File: src/rtl/costas_byte_ctrl.sv
// costas_byte_ctrl: registers the ADC stream into the costas core and frames, buffers and back-pressures recovered bytes.
// Optional frame watchdog is compiled in when COSTAS_BYTE_CTRL_TIMEOUT_EN is defined.
module costas_byte_ctrl #(
  parameter int DEPTH   = 8,
  parameter int SKID    = 2,
  parameter int TIMEOUT = 4096
) (
  input  logic        clk,
  input  logic        reset,
  input  logic        pushADC,
  input  logic [9:0]  ADC,
  output logic        corePushADC,
  output logic [9:0]  coreADC,
  input  logic        corePushByte,
  input  logic [7:0]  coreByte,
  input  logic        coreSync,
  input  logic        coreLastByte,
  output logic        coreStop,
  output logic        pushByte,
  output logic [7:0]  Byte,
  output logic        Sync,
  output logic        lastByte,
  input  logic        stopIn,
  output logic [15:0] frameCnt,
  output logic        overflow,
  output logic        timeout
);

  localparam int AW = $clog2(DEPTH);
  localparam logic [AW:0]   C_DEPTH   = (AW+1)'(DEPTH);
  localparam logic [AW:0]   C_STOP_TH = (AW+1)'(DEPTH - SKID);
  localparam logic [AW:0]   C_CNT_ONE = (AW+1)'(1);
  localparam logic [AW-1:0] C_PTR_ONE = AW'(1);

  typedef enum logic {ST_HUNT = 1'b0, ST_FRAME = 1'b1} state_t;

  state_t        r_state;
  state_t        w_state_next;
  logic [9:0]    r_mem [DEPTH];
  logic [AW-1:0] r_wr_ptr;
  logic [AW-1:0] r_rd_ptr;
  logic [AW:0]   r_count;
  logic [AW:0]   w_count_next;
  logic          w_full;
  logic          w_empty;
  logic          w_pop;
  logic          w_wr_req;
  logic          w_wr;
  logic          w_drop;
  logic          w_to_hit;
  logic          w_timeout;

  logic          r_core_push_adc;
  logic [9:0]    r_core_adc;
  logic          r_core_stop;
  logic          r_push_byte;
  logic [9:0]    r_out;
  logic [15:0]   r_frame_cnt;
  logic          r_overflow;

  // FIFO occupancy, write qualification and pop decision
  always_comb begin
    w_full   = (r_count == C_DEPTH);
    w_empty  = (r_count == {(AW+1){1'b0}});
    w_pop    = !w_empty && !stopIn;
    w_wr_req = corePushByte && ((r_state == ST_FRAME) || coreSync);
    // a full FIFO still accepts the byte when the head leaves on the same edge
    w_wr     = w_wr_req && (!w_full || w_pop);
    w_drop   = w_wr_req && w_full && !w_pop;
    case ({w_wr, w_pop})
      2'b10:   w_count_next = r_count + C_CNT_ONE;
      2'b01:   w_count_next = r_count - C_CNT_ONE;
      default: w_count_next = r_count;
    endcase
  end

  // framing FSM next state; a dropped last byte still ends the frame
  always_comb begin
    w_state_next = r_state;
    case (r_state)
      ST_HUNT: begin
        if (corePushByte && coreSync && !coreLastByte) begin
          w_state_next = ST_FRAME;
        end else begin
          w_state_next = ST_HUNT;
        end
      end
      ST_FRAME: begin
        if ((corePushByte && coreLastByte) || w_to_hit) begin
          w_state_next = ST_HUNT;
        end else begin
          w_state_next = ST_FRAME;
        end
      end
      default: w_state_next = ST_HUNT;
    endcase
  end

  // state register
  always_ff @(posedge clk or posedge reset) begin
    if (reset) begin
      r_state <= ST_HUNT;
    end else begin
      r_state <= w_state_next;
    end
  end

`ifdef COSTAS_BYTE_CTRL_TIMEOUT_EN
  localparam logic [15:0] C_TO_LAST = 16'(TIMEOUT - 1);
  logic [15:0] r_to_cnt;
  logic        r_timeout;

  assign w_to_hit  = (r_state == ST_FRAME) && !corePushByte && pushADC && (r_to_cnt == C_TO_LAST);
  assign w_timeout = r_timeout;

  // watchdog: pushADC samples since the last core byte inside a frame
  always_ff @(posedge clk or posedge reset) begin
    if (reset) begin
      r_to_cnt  <= 16'd0;
      r_timeout <= 1'b0;
    end else begin
      if ((r_state != ST_FRAME) || corePushByte || w_to_hit) begin
        r_to_cnt <= 16'd0;
      end else if (pushADC) begin
        r_to_cnt <= r_to_cnt + 16'd1;
      end
      if (w_to_hit) begin
        r_timeout <= 1'b1;
      end
    end
  end
`else
  assign w_to_hit  = 1'b0;
  assign w_timeout = 1'b0;
`endif

  // FIFO storage; contents need no reset since the pointers define validity
  always_ff @(posedge clk) begin
    if (w_wr) begin
      r_mem[r_wr_ptr] <= {coreLastByte, coreSync, coreByte};
    end
  end

  // pointers, count, ADC pipeline and registered outputs
  always_ff @(posedge clk or posedge reset) begin
    if (reset) begin
      r_wr_ptr        <= {AW{1'b0}};
      r_rd_ptr        <= {AW{1'b0}};
      r_count         <= {(AW+1){1'b0}};
      r_core_push_adc <= 1'b0;
      r_core_adc      <= 10'd0;
      r_core_stop     <= 1'b0;
      r_push_byte     <= 1'b0;
      r_out           <= 10'd0;
      r_frame_cnt     <= 16'd0;
      r_overflow      <= 1'b0;
    end else begin
      r_core_push_adc <= pushADC;
      r_core_adc      <= ADC;
      if (w_wr) begin
        r_wr_ptr <= r_wr_ptr + C_PTR_ONE;
      end
      if (w_pop) begin
        r_rd_ptr <= r_rd_ptr + C_PTR_ONE;
        r_out    <= r_mem[r_rd_ptr];
        if (r_mem[r_rd_ptr][9]) begin
          r_frame_cnt <= r_frame_cnt + 16'd1;
        end
      end
      r_count     <= w_count_next;
      r_push_byte <= w_pop;
      r_core_stop <= (w_count_next >= C_STOP_TH);
      if (w_drop) begin
        r_overflow <= 1'b1;
      end
    end
  end

  assign corePushADC = r_core_push_adc;
  assign coreADC     = r_core_adc;
  assign coreStop    = r_core_stop;
  assign pushByte    = r_push_byte;
  assign Byte        = r_out[7:0];
  assign Sync        = r_out[8];
  assign lastByte    = r_out[9];
  assign frameCnt    = r_frame_cnt;
  assign overflow    = r_overflow;
  assign timeout     = w_timeout;

endmodule

File: config.mk
export PLATFORM = sky130hd
export DESIGN_NAME = costas_byte_ctrl
export DESIGN_NICKNAME = d
export VERILOG_FILES = /design/src/rtl/costas_byte_ctrl.sv
export SDC_FILE = /design/constraint.sdc
export NUM_CORES = 1
export LEC_CHECK = 0
export CORE_MARGIN = 1.5
export CORE_UTILIZATION = 55
export DETAILED_ROUTE_END_ITERATION = 10
export PLACE_DENSITY = 0.79
export SETUP_SLACK_MARGIN = 0.5
export SLEW_MARGIN = 10
export SYNTH_ARGS = -nofsm -noshare
export SYNTH_HDL_FRONTEND = slang
export SYNTH_SLANG_ARGS = --single-unit
File: constraint.sdc
create_clock -name clk -period 2.9 [get_ports clk]
set_clock_uncertainty 0.1 [all_clocks]
set_input_delay 0.435 -clock clk [delete_from_list [all_inputs] [get_ports clk]]
set_output_delay 0.435 -clock clk [all_outputs]
set_load 0.03 [all_outputs]
After elaboration in Yosys (flattened, before gate mapping)
Memories as Yosys holds them, arrays and structs flattened.
Index checks and enable logic that the tools add are counted.
- add/subtract/negate cells: 5
- order comparisons: 1
- equal/unequal tests: 3
- mux-type cells: 6
- bitwise operators: 1
- reduce and logical (&&, ||, !) cells: 17
- operators by type and width (kind ; number):
    $add 16x1->16 const B ; 1
    $logic_and 1x1->1 ; 8
    $pmux 4 s2 ; 1
    $add 3x1->3 const B ; 2
    $logic_not 1->1 ; 5
    $add 4x1->4 const B ; 1
    $eq 4x4->1 const B ; 1
    $ge 4x3->1 const B ; 1
    $logic_not 4->1 ; 1
    $mux 1 ; 4
    $sub 4x1->4 const B ; 1
    $eq 2x1->1 const B ; 1
    $eq 2x2->1 const B ; 1
    $logic_or 1x1->1 ; 2
    $pmux 1 s2 ; 1
    $reduce_and 2->1 ; 1
    $not 1->1 ; 1
- register bits after elaboration: 51
- bits in writable memories: 80
- bits of input ports: 25
- logic and storage cells: 45
- memories: 1
- memory list (memory ; depth ; bits a word ; read ports ; clocked after Yosys merged registers in ; wr ports ; line ; source):
    r_mem ; 8 ; 10 ; 1 ; 0 ; 1 ; 39 ; logic [9:0] r_mem [DEPTH];

Longest topological paths before layout
Gate-level depths: netlist (run 1).
- depth in word-level cells: 8
- gate-level depth with buffers: 11
- gate-level depth less buffers: 8

Worst setup path after synthesis (run 1)
OpenSTA, ideal clock, no wires.
- kind: reg2reg
- start: register r_count[1]
- end: register r_core_stop (netlist: coreStop)
- library setup time: 0.101 ns
- data arrival time: 2.386 ns
- required time: 2.699 ns
- path slack: 0.314 ns
- stages on the path, launching flop included: 12
- clock period less this slack: 2.586 ns
- cells stage by stage: dfrtp_1 -> buf_2 -> nor4_4 -> or2_1 -> buf_4 -> buf_2 -> o21ai_0 -> ha_1 -> or2_2 -> o41ai_1 -> a31oi_1 -> o32ai_1
- cells in the longest elaborated chain, start to end: 8
- elaborated cells between the ends (all ways): 13
- ends and longest elaborated chain (what ; line ; source):
    start, declared ; 42 ; logic [AW:0] r_count;
    start signal, assigned ; 149 ; r_count <= {(AW+1){1'b0}};
    start signal, assigned ; 170 ; r_count <= w_count_next;
    $logic_not 4->1 ; 64 ; w_empty = (r_count == {(AW+1){1'b0}});
    $logic_not 1->1 ; 65 ; w_pop = !w_empty && !stopIn;
    $logic_and 1x1->1 ; 65 ;
    $logic_or 1x1->1 ; 68 ; w_wr = w_wr_req && (!w_full || w_pop);
    $logic_and 1x1->1 ; 68 ;
    $eq 2x1->1 or $eq 2x2->1 (tied branches) ; 70 ; case ({w_wr, w_pop})
    $pmux 4 s2 (*) ; 70 ;
    $ge 4x3->1 (*) ; 172 ; r_core_stop <= (w_count_next >= C_STOP_TH);
    end signal, assigned ; 172 ;
    end, declared ; 55 ; logic r_core_stop;
Mark *: on every way between the ends. The rest lies on a longest branch, timed or not.
A chain may end at the register's enable or synchronous reset.

Worst setup path after layout (run 1)
- start: register r_frame_cnt[6] (netlist: frameCnt[6])
- end: output frameCnt[6]
- RTL lines (what ; line ; source):
    start, declared ; 58 ; logic [15:0] r_frame_cnt;
    start signal, assigned ; 167 ; r_frame_cnt <= r_frame_cnt + 16'd1;
    end, declared ; 24 ; output logic [15:0] frameCnt,
No word-level cell between the ends.

==> reports/summary.log, run 1 <==
[route] detailed-route wire length per cell 18.93 um
[flow_run] max-cap violations 0
[pwr] Worst IR Drop VDD 0.5776 mV
[timing] setup repair after global routing missed its margin false
[layout] total area of multi-input combinational cells 0.001404 sq mm
[layout] sequential cell area 0.003680 sq mm
[clock_network] Clock H-tree levels 4
[timing] Worst-Margin Slew 0.5372 ns
[timing] final setup TNS 0 ns
[worst_setup_path] count of cell instances traversed by the critical path 1
[yosys] count of warnings emitted by yosys 0
[layout] final-stage net count 425
[die] die extent in x 99.79 um
[worst_setup_path] length in cells of the worst reg-to-reg path 8
[placed_design] half-perimeter wire length after placement 6153 um
[clock_network] clock tree root buffer cell sky130_fd_sc_hd__clkbuf_8
[timing] Slew Limit Headroom 63.91%
[die] height of the die 99.79 um
[timing] maximum achievable frequency 443.8 MHz
[layout] final non-filler cell area 0.006633 sq mm
[global_routing] initial antenna violation count 0
[yosys] cell taking the most area after synthesis sky130_fd_sc_hd__edfxtp_1
[layout] fillcell total 560
[timing] Final setup violation count 0
[die] full die area 0.009958 sq mm
[die] number of placement rows 35
[outcome] result of the run finished clean
[clock_network] CTS tree built
[yosys] Seq/Total Area, Yosys 71.39%
[timing] Min Hold Slack 0.1688 ns
[clock_network] # resized after CTS 0
[clock_network] hold-fix buffers at CTS 0
[yosys] top-area cell type share of the netlist area 46.62%
[layout] post-synthesis to final-layout area growth 28.73%
[global_routing] first-pass GRT wire length 15,870 um
[route] antenna viol nets, final 0
[pwr] power per standard cell area 987.8 mW/mm^2
[yosys] most area-consuming cells after synthesis sky130_fd_sc_hd__edfxtp_1 47%, sky130_fd_sc_hd__dfrtp_1 25%, sky130_fd_sc_hd__mux4_2 8.7%
[yosys] number of flops mapped to enable cells by yosys 80
[worst_setup_path] Worst Path Buf+Inv 1
[placed_design] cell area after placement 0.006041 sq mm
[worst_setup_path] kind of cell adding the most delay to the critical path buffers and inverters
[yosys] post-synthesis register bit count 131
[yosys] leading register cell type out of synthesis sky130_fd_sc_hd__edfxtp_1
[placed_design] routability congestion estimate 0.7625
[worst_setup_path] peak per-stage delay on the critical path 0.72 ns
[worst_setup_path] CP max stage cell sky130_fd_sc_hd__clkdlybuf4s50_1
[worst_setup_path] Worst Path Required 2.37 ns
[timing] fin. max-slew vios 0
[worst_setup_path] critical-path cell list clkdlybuf4s50_1
[route] detail-routed via count per cell 5.748
[yosys] most numerous cell in the Yosys netlist sky130_fd_sc_hd__edfxtp_1
[hold_path] type of the most critical hold path in -> async
[worst_setup_path] Crit. End Element output port
[worst_setup_path] category of the most critical setup path reg -> out
[worst_setup_path] type of origin of the critical path flip-flop
[yosys] Yosys cell types 43
[global_routing] Congestion Overflow GR 0
[worst_setup_path] critical-path maximum fanout 7
[layout] layout cells sized above 1 19.80%
[route] Routed WL 9844 um
[yosys] syn_nets 335
[yosys] cells after synthesis 306
[worst_setup_path] arrival time of data at the critical path endpoint 1.72 ns
[global_routing] vias in the first global route 3,009
[timing] ratio of final minimum period to clock period 77.69%
[route] Residual DRC 0
[die] Placeable Area 0.009153 sq mm
[pwr] leakage power 2.481 nW
[clock_network] CTS sink cnt 131
[yosys] Async SR Flop Fraction 38.93%
[route] Vias 2,989
[timing] fin crit period 2.253 ns
[route] first drt pass iteration count 4
[clock_network] count of buffers added by post-CTS timing repair for setup 0
[global_routing] maximum number of pins on one net before global-route repair 30
[clock_network] insertion delay of the later-clocked pin in the worst-skew pair 0.52 ns
[timing] number of hold violations in the final report 0
[route] Starting DRT DRC Count 173
[die] initial standard-cell utilization of the core 56.30%
[die] number of top-level design ports 66
[clock_network] Bufs on Longest Clock Path 2
[global_routing] gr usage total 21.74%
[yosys] cell area after synthesis 0.005152 sq mm
[placed_design] Port Buffers 64
[layout] number of inserted diodes 0
[yosys] post-synthesis area per instance 16.84 sq um
[yosys] leading post-synthesis cells by instance count 80 x sky130_fd_sc_hd__edfxtp_1, 51 x sky130_fd_sc_hd__dfrtp_1, 22 x sky130_fd_sc_hd__nand2_1
[clock_network] TritonCTS Buffers 17
[clock_network] clk slew on worst S/H paths 0.06 ns
-- flip-flops by register name, indices dropped and copies added, names as in the netlist --
register and cells:
coreADC 10, coreStop 1, r_count 4, frameCnt 16, r_state 1, r_mem 80, r_wr_ptr 3, pushByte 1
corePushADC 1, r_out 10, r_rd_ptr 3, overflow 1
-- report_power, final --
group	switching, W	internal [W]	leakage, nW	total, W
clock network	0.000774	0.00133	0.289	0.00210
logic	0.00101	0.000880	0.833	0.00189
registers	0.000250	0.00231	1.36	0.00256
total	0.00203	0.00452	2.48	0.00655
-- metal layers --
metal  global-route usage, %  vias up  part of all wire, %
li1                        -     1354                    -
met1                   28.14     1497                   41
met2                   35.43      128                   51
met3                   6.058       10                  6.9
met4                   8.342        0                  1.1
met5                       0        -                    0
-- final timing paths --
path                                   from           end  slack, ns
worst max-delay path            frameCnt[6]   frameCnt[6]       0.65
worst min-delay path                  reset  frameCnt[12]       0.17
worst max register to register   r_count[0]      coreStop       0.65
worst min register to register     r_out[3]      r_out[3]       0.38
max in group asynchronous             reset    r_count[0]       1.99
min in group clk                     ADC[1]    coreADC[1]       0.26
-- metrics by stage --
step / utilization (%) / power, W / instances / setup WS [ns]
after floorplan: - / 0.003871 / 306 / 0.4973
after global placement: 66.00 / 0.004416 / 488 / 0.3320
after detailed placement: 66.00 / 0.004476 / 488 / 0.2520
after CTS: 72.47 / 0.006607 / 520 / 0.6391
after global routing: 72.47 / 0.006846 / 520 / 0.5027
final: 72.47 / 0.006551 / 520 / 0.6469
-- placed cells by master, fill, tap and decap left out, types with 9 or more instances in the layout --
| cell type | count |
|---|---|
| sky130_fd_sc_hd__o21ai_0 | 13 |
| sky130_fd_sc_hd__edfxtp_1 | 80 |
| sky130_fd_sc_hd__mux2i_1 | 10 |
| sky130_fd_sc_hd__buf_4 | 19 |
| sky130_fd_sc_hd__dfrtp_1 | 50 |
| sky130_fd_sc_hd__nand4_1 | 9 |
| sky130_fd_sc_hd__xnor2_1 | 18 |
| sky130_fd_sc_hd__clkbuf_16 | 18 |
| sky130_fd_sc_hd__clkdlybuf4s50_1 | 64 |
| sky130_fd_sc_hd__nand2_1 | 22 |
| sky130_fd_sc_hd__mux4_2 | 20 |
-- cell families after synthesis --
| family | Yosys count | synth area share (%) |
|---|---|---|
| multiplexers | 35 | 11.78 |
| buffers and inverters | 17 | 1.797 |
| other | 1 | 0.07278 |
| flip-flops | 131 | 71.39 |
| AND/OR/NAND/NOR | 70 | 7.237 |
| AO/OA/AOI/OAI | 28 | 3.351 |
| adder cells (fa/ha/maj) | 4 | 0.9714 |
| XOR/XNOR | 20 | 3.400 |
-- area by class of cell --
class,instances,share of cell area [%]
Clock buffer,21,7.112
Clock inverter,11,1.811
Inverter,4,0.2264
Multi-Input combinational cell,158,21.17
Sequential cell,131,55.48
Tap cell,111,2.094
Timing Repair Buffer,84,12.11
(Power assumes the default switching activity.)
==> inputs of run 2 (changes only) <==
clock period = 2.35 ns   (was 2.9 ns; I/O delays follow)
==> reports/summary.log, run 2 (same netlist as run 1, synthesis figures left out) <==
[global_routing] gr usage total 26.71%
[pwr] leakage power 3.001 nW
[placed_design] half-perimeter wire length after placement 6905 um
[clock_network] Clock H-tree levels 4
[worst_setup_path] CP endpoint r_count[2]
[die] height of the die 99.79 um
[global_routing] vias in the first global route 3,394
[pwr] Switching Share 36.05%
[timing] fin. max-slew vios 0
[worst_setup_path] type of origin of the critical path flip-flop
[global_routing] Congestion Overflow GR 0
[clock_network] CTS tree built
[clock_network] clock tree root buffer cell sky130_fd_sc_hd__clkbuf_8
[route] Vias 3,560
[layout] Biggest register r_mem
[timing] number of hold violations in the final report 0
[layout] number of non-filler instances in the completed layout 563
[pwr] fraction of power consumed by the clock network 26.7%
[layout] final-stage net count 468
[clock_network] Bufs on Longest Clock Path 2
[timing] setup repair after global routing missed its margin true
[route] detailed-route wire length per cell 25.72 um
[timing] fin crit period 2.367 ns
[pwr] power per standard cell area 1247 mW/mm^2
[timing] ratio of final minimum period to clock period 100.7%
[route] first drt pass iteration count 6
[worst_setup_path] Crit. End Element flip-flop
[clock_network] insertion delay of the later-clocked pin in the worst-skew pair 0.53 ns
[worst_setup_path] endpoint of the most critical register-to-register path r_count[2]
[route] Routed WL 14,480 um
[worst_setup_path] worst setup slack for register-to-register paths -0.02 ns
[placed_design] placed cells 500
[die] number of placement rows 35
[die] number of top-level design ports 66
[layout] fillcell total 419
[global_routing] maximum number of pins on one net before global-route repair 27
[pwr] sequential cell fraction of total power 34.3%
[worst_setup_path] CP max stage cell sky130_fd_sc_hd__dfrtp_2
[worst_setup_path] R2R Path Start r_count[0]
[clock_network] clk slew on worst S/H paths 0.07 ns
[worst_setup_path] peak per-stage delay on the critical path 0.44 ns
[worst_setup_path] CP Launch Point r_count[0]
[route] antenna viol nets, final 0
[pwr] share of power burned in combinational logic 39.0%
[pwr] P_int 0.006021 W
[clock_network] CTS sink cnt 131
[die] full die area 0.009958 sq mm
[route] Residual DRC 0
[worst_setup_path] critical-path maximum fanout 2
[timing] maximum achievable frequency 422.5 MHz
[placed_design] Port Buffers 64
[die] Placeable Area 0.009153 sq mm
[layout] post-synthesis to final-layout area growth 46.50%
[worst_setup_path] Worst Path Required 2.70 ns
[outcome] result of the run complete, but fails checks
[global_routing] first-pass GRT wire length 19,150 um
[route] Starting DRT DRC Count 356
[global_routing] initial antenna violation count 0
[pwr] Worst IR Drop VDD 0.6907 mV
[layout] commonest cells after routing, fill and taps aside 80 x sky130_fd_sc_hd__edfxtp_1, 47 x sky130_fd_sc_hd__dfrtp_1, 33 x sky130_fd_sc_hd__buf_4
[clock_network] hold-fix buffers at CTS 0
[layout] most common cell after layout, fill and taps aside sky130_fd_sc_hd__edfxtp_1
[timing] Worst-Margin Slew 0.5097 ns
[timing] final setup TNS -0.01685 ns
[worst_setup_path] arrival time of data at the critical path endpoint 2.72 ns
[flow_run] max-cap violations 0
[die] initial standard-cell utilization of the core 56.30%
[hold_path] type of the most critical hold path in -> async
[worst_setup_path] length in cells of the worst reg-to-reg path 9
[timing] Slew Limit Headroom 66.02%
[layout] Largest register FFs 80
[layout] number of inserted diodes 0
[layout] sequential cell area 0.003684 sq mm
[timing] setup slack after layout -0.01685 ns
[route] detail-routed via count per cell 6.323
[pwr] switching component of the power 0.003394 W
[layout] total area of multi-input combinational cells 0.001853 sq mm
[timing] Final setup violation count 1
[clock_network] TritonCTS Buffers 17
[worst_setup_path] category of the most critical setup path reg -> reg
[worst_setup_path] critical-path cell list nor4_4 -> or2_1 -> o21ai_2 -> ha_4 -> or2_4 -> o41ai_2 -> a31oi_1 -> buf_4 -> nor2_2
[layout] layout cells sized above 1 41.37%
[placed_design] routability congestion estimate 0.8388
[outcome] violations in the final reports negative setup slack
[die] die extent in x 99.79 um
run 2: cell type report:
class,instances,share of cell area [%]
inverters,4,0.3647
repair buffers,127,16.97
flip-flops and latches,131,48.80
multi-input cells,158,24.55
well taps,111,1.840
clock inverters,14,1.939
clock buffers,18,5.536
run 2: per-layer routing:
| layer | routed length, um | GRT usage [%] | up-vias |
|---|---|---|---|
| met1 | 5292 | 33.73 | 1837 |
| met5 | 0 | 0 | - |
| met3 | 976 | 7.033 | 61 |
| met2 | 7664 | 44.69 | 209 |
| met4 | 547 | 10.40 | 0 |
| li1 | - | - | 1453 |
run 2: how the worst min path moves through the flow:
| stage | slack [ns] | cells after the start | startpoint | endpoint |
|---|---|---|---|---|
| floorplan | 0.28 | 0 | ADC[0] | coreADC[0] |
| global placement | 0.36 | 2 | r_out[9] | r_out[9] |
| detailed placement | 0.37 | 2 | r_out[1] | r_out[1] |
| CTS | 0.1 | 3 | reset | coreADC[8] |
| global route | 0.16 | 1 | ADC[4] | coreADC[4] |
| finish | 0.14 | 3 | reset | frameCnt[11] |
run 2: timing repair:
item	4_1_cts	5_1_grt
gates resized for setup	66	108
endpoints found under the setup margin	138	122
setup buffers	15	11
pin swaps	9	31
cloned	1	4
run 2: power groups by stage:
| stage | logic, W | registers [W] | clock network (W) |
|---|---|---|---|
| after floorplan | 0.00144 | 0.00345 | 0 |
| after global placement | 0.00249 | 0.00316 | 0 |
| after detailed placement | 0.00256 | 0.00319 | 0 |
| after CTS | 0.00288 | 0.00315 | 0.00251 |
| after global routing | 0.00383 | 0.00326 | 0.00263 |
| final | 0.00367 | 0.00323 | 0.00251 |
run 2: metrics by stage:
stage	worst slack (ns)	util [%]	area (sq um)	power, W	hold WS [ns]
after CTS	0.1724	76.64	7014	0.008540	0.09996
after floorplan	-0.04073	-	5266	0.004885	0.2839
final	-0.01685	82.47	7548	0.009415	0.1429
after global routing	-0.06731	82.47	7548	0.009723	0.1606
after detailed placement	-0.1725	68.13	6236	0.005751	0.3705
after global placement	-0.1022	68.13	6236	0.005650	0.3617
run 2: worst max-delay path, delay by kind of cell (launching register included):
| kind | cells | cell delay, ns |
|---|---|---|
| compound gates | 3 | 0.48 |
| fa+ha+maj | 1 | 0.17 |
| buf+inv | 1 | 0.18 |
| flops | 1 | 0.44 |
| simple gates | 4 | 0.91 |
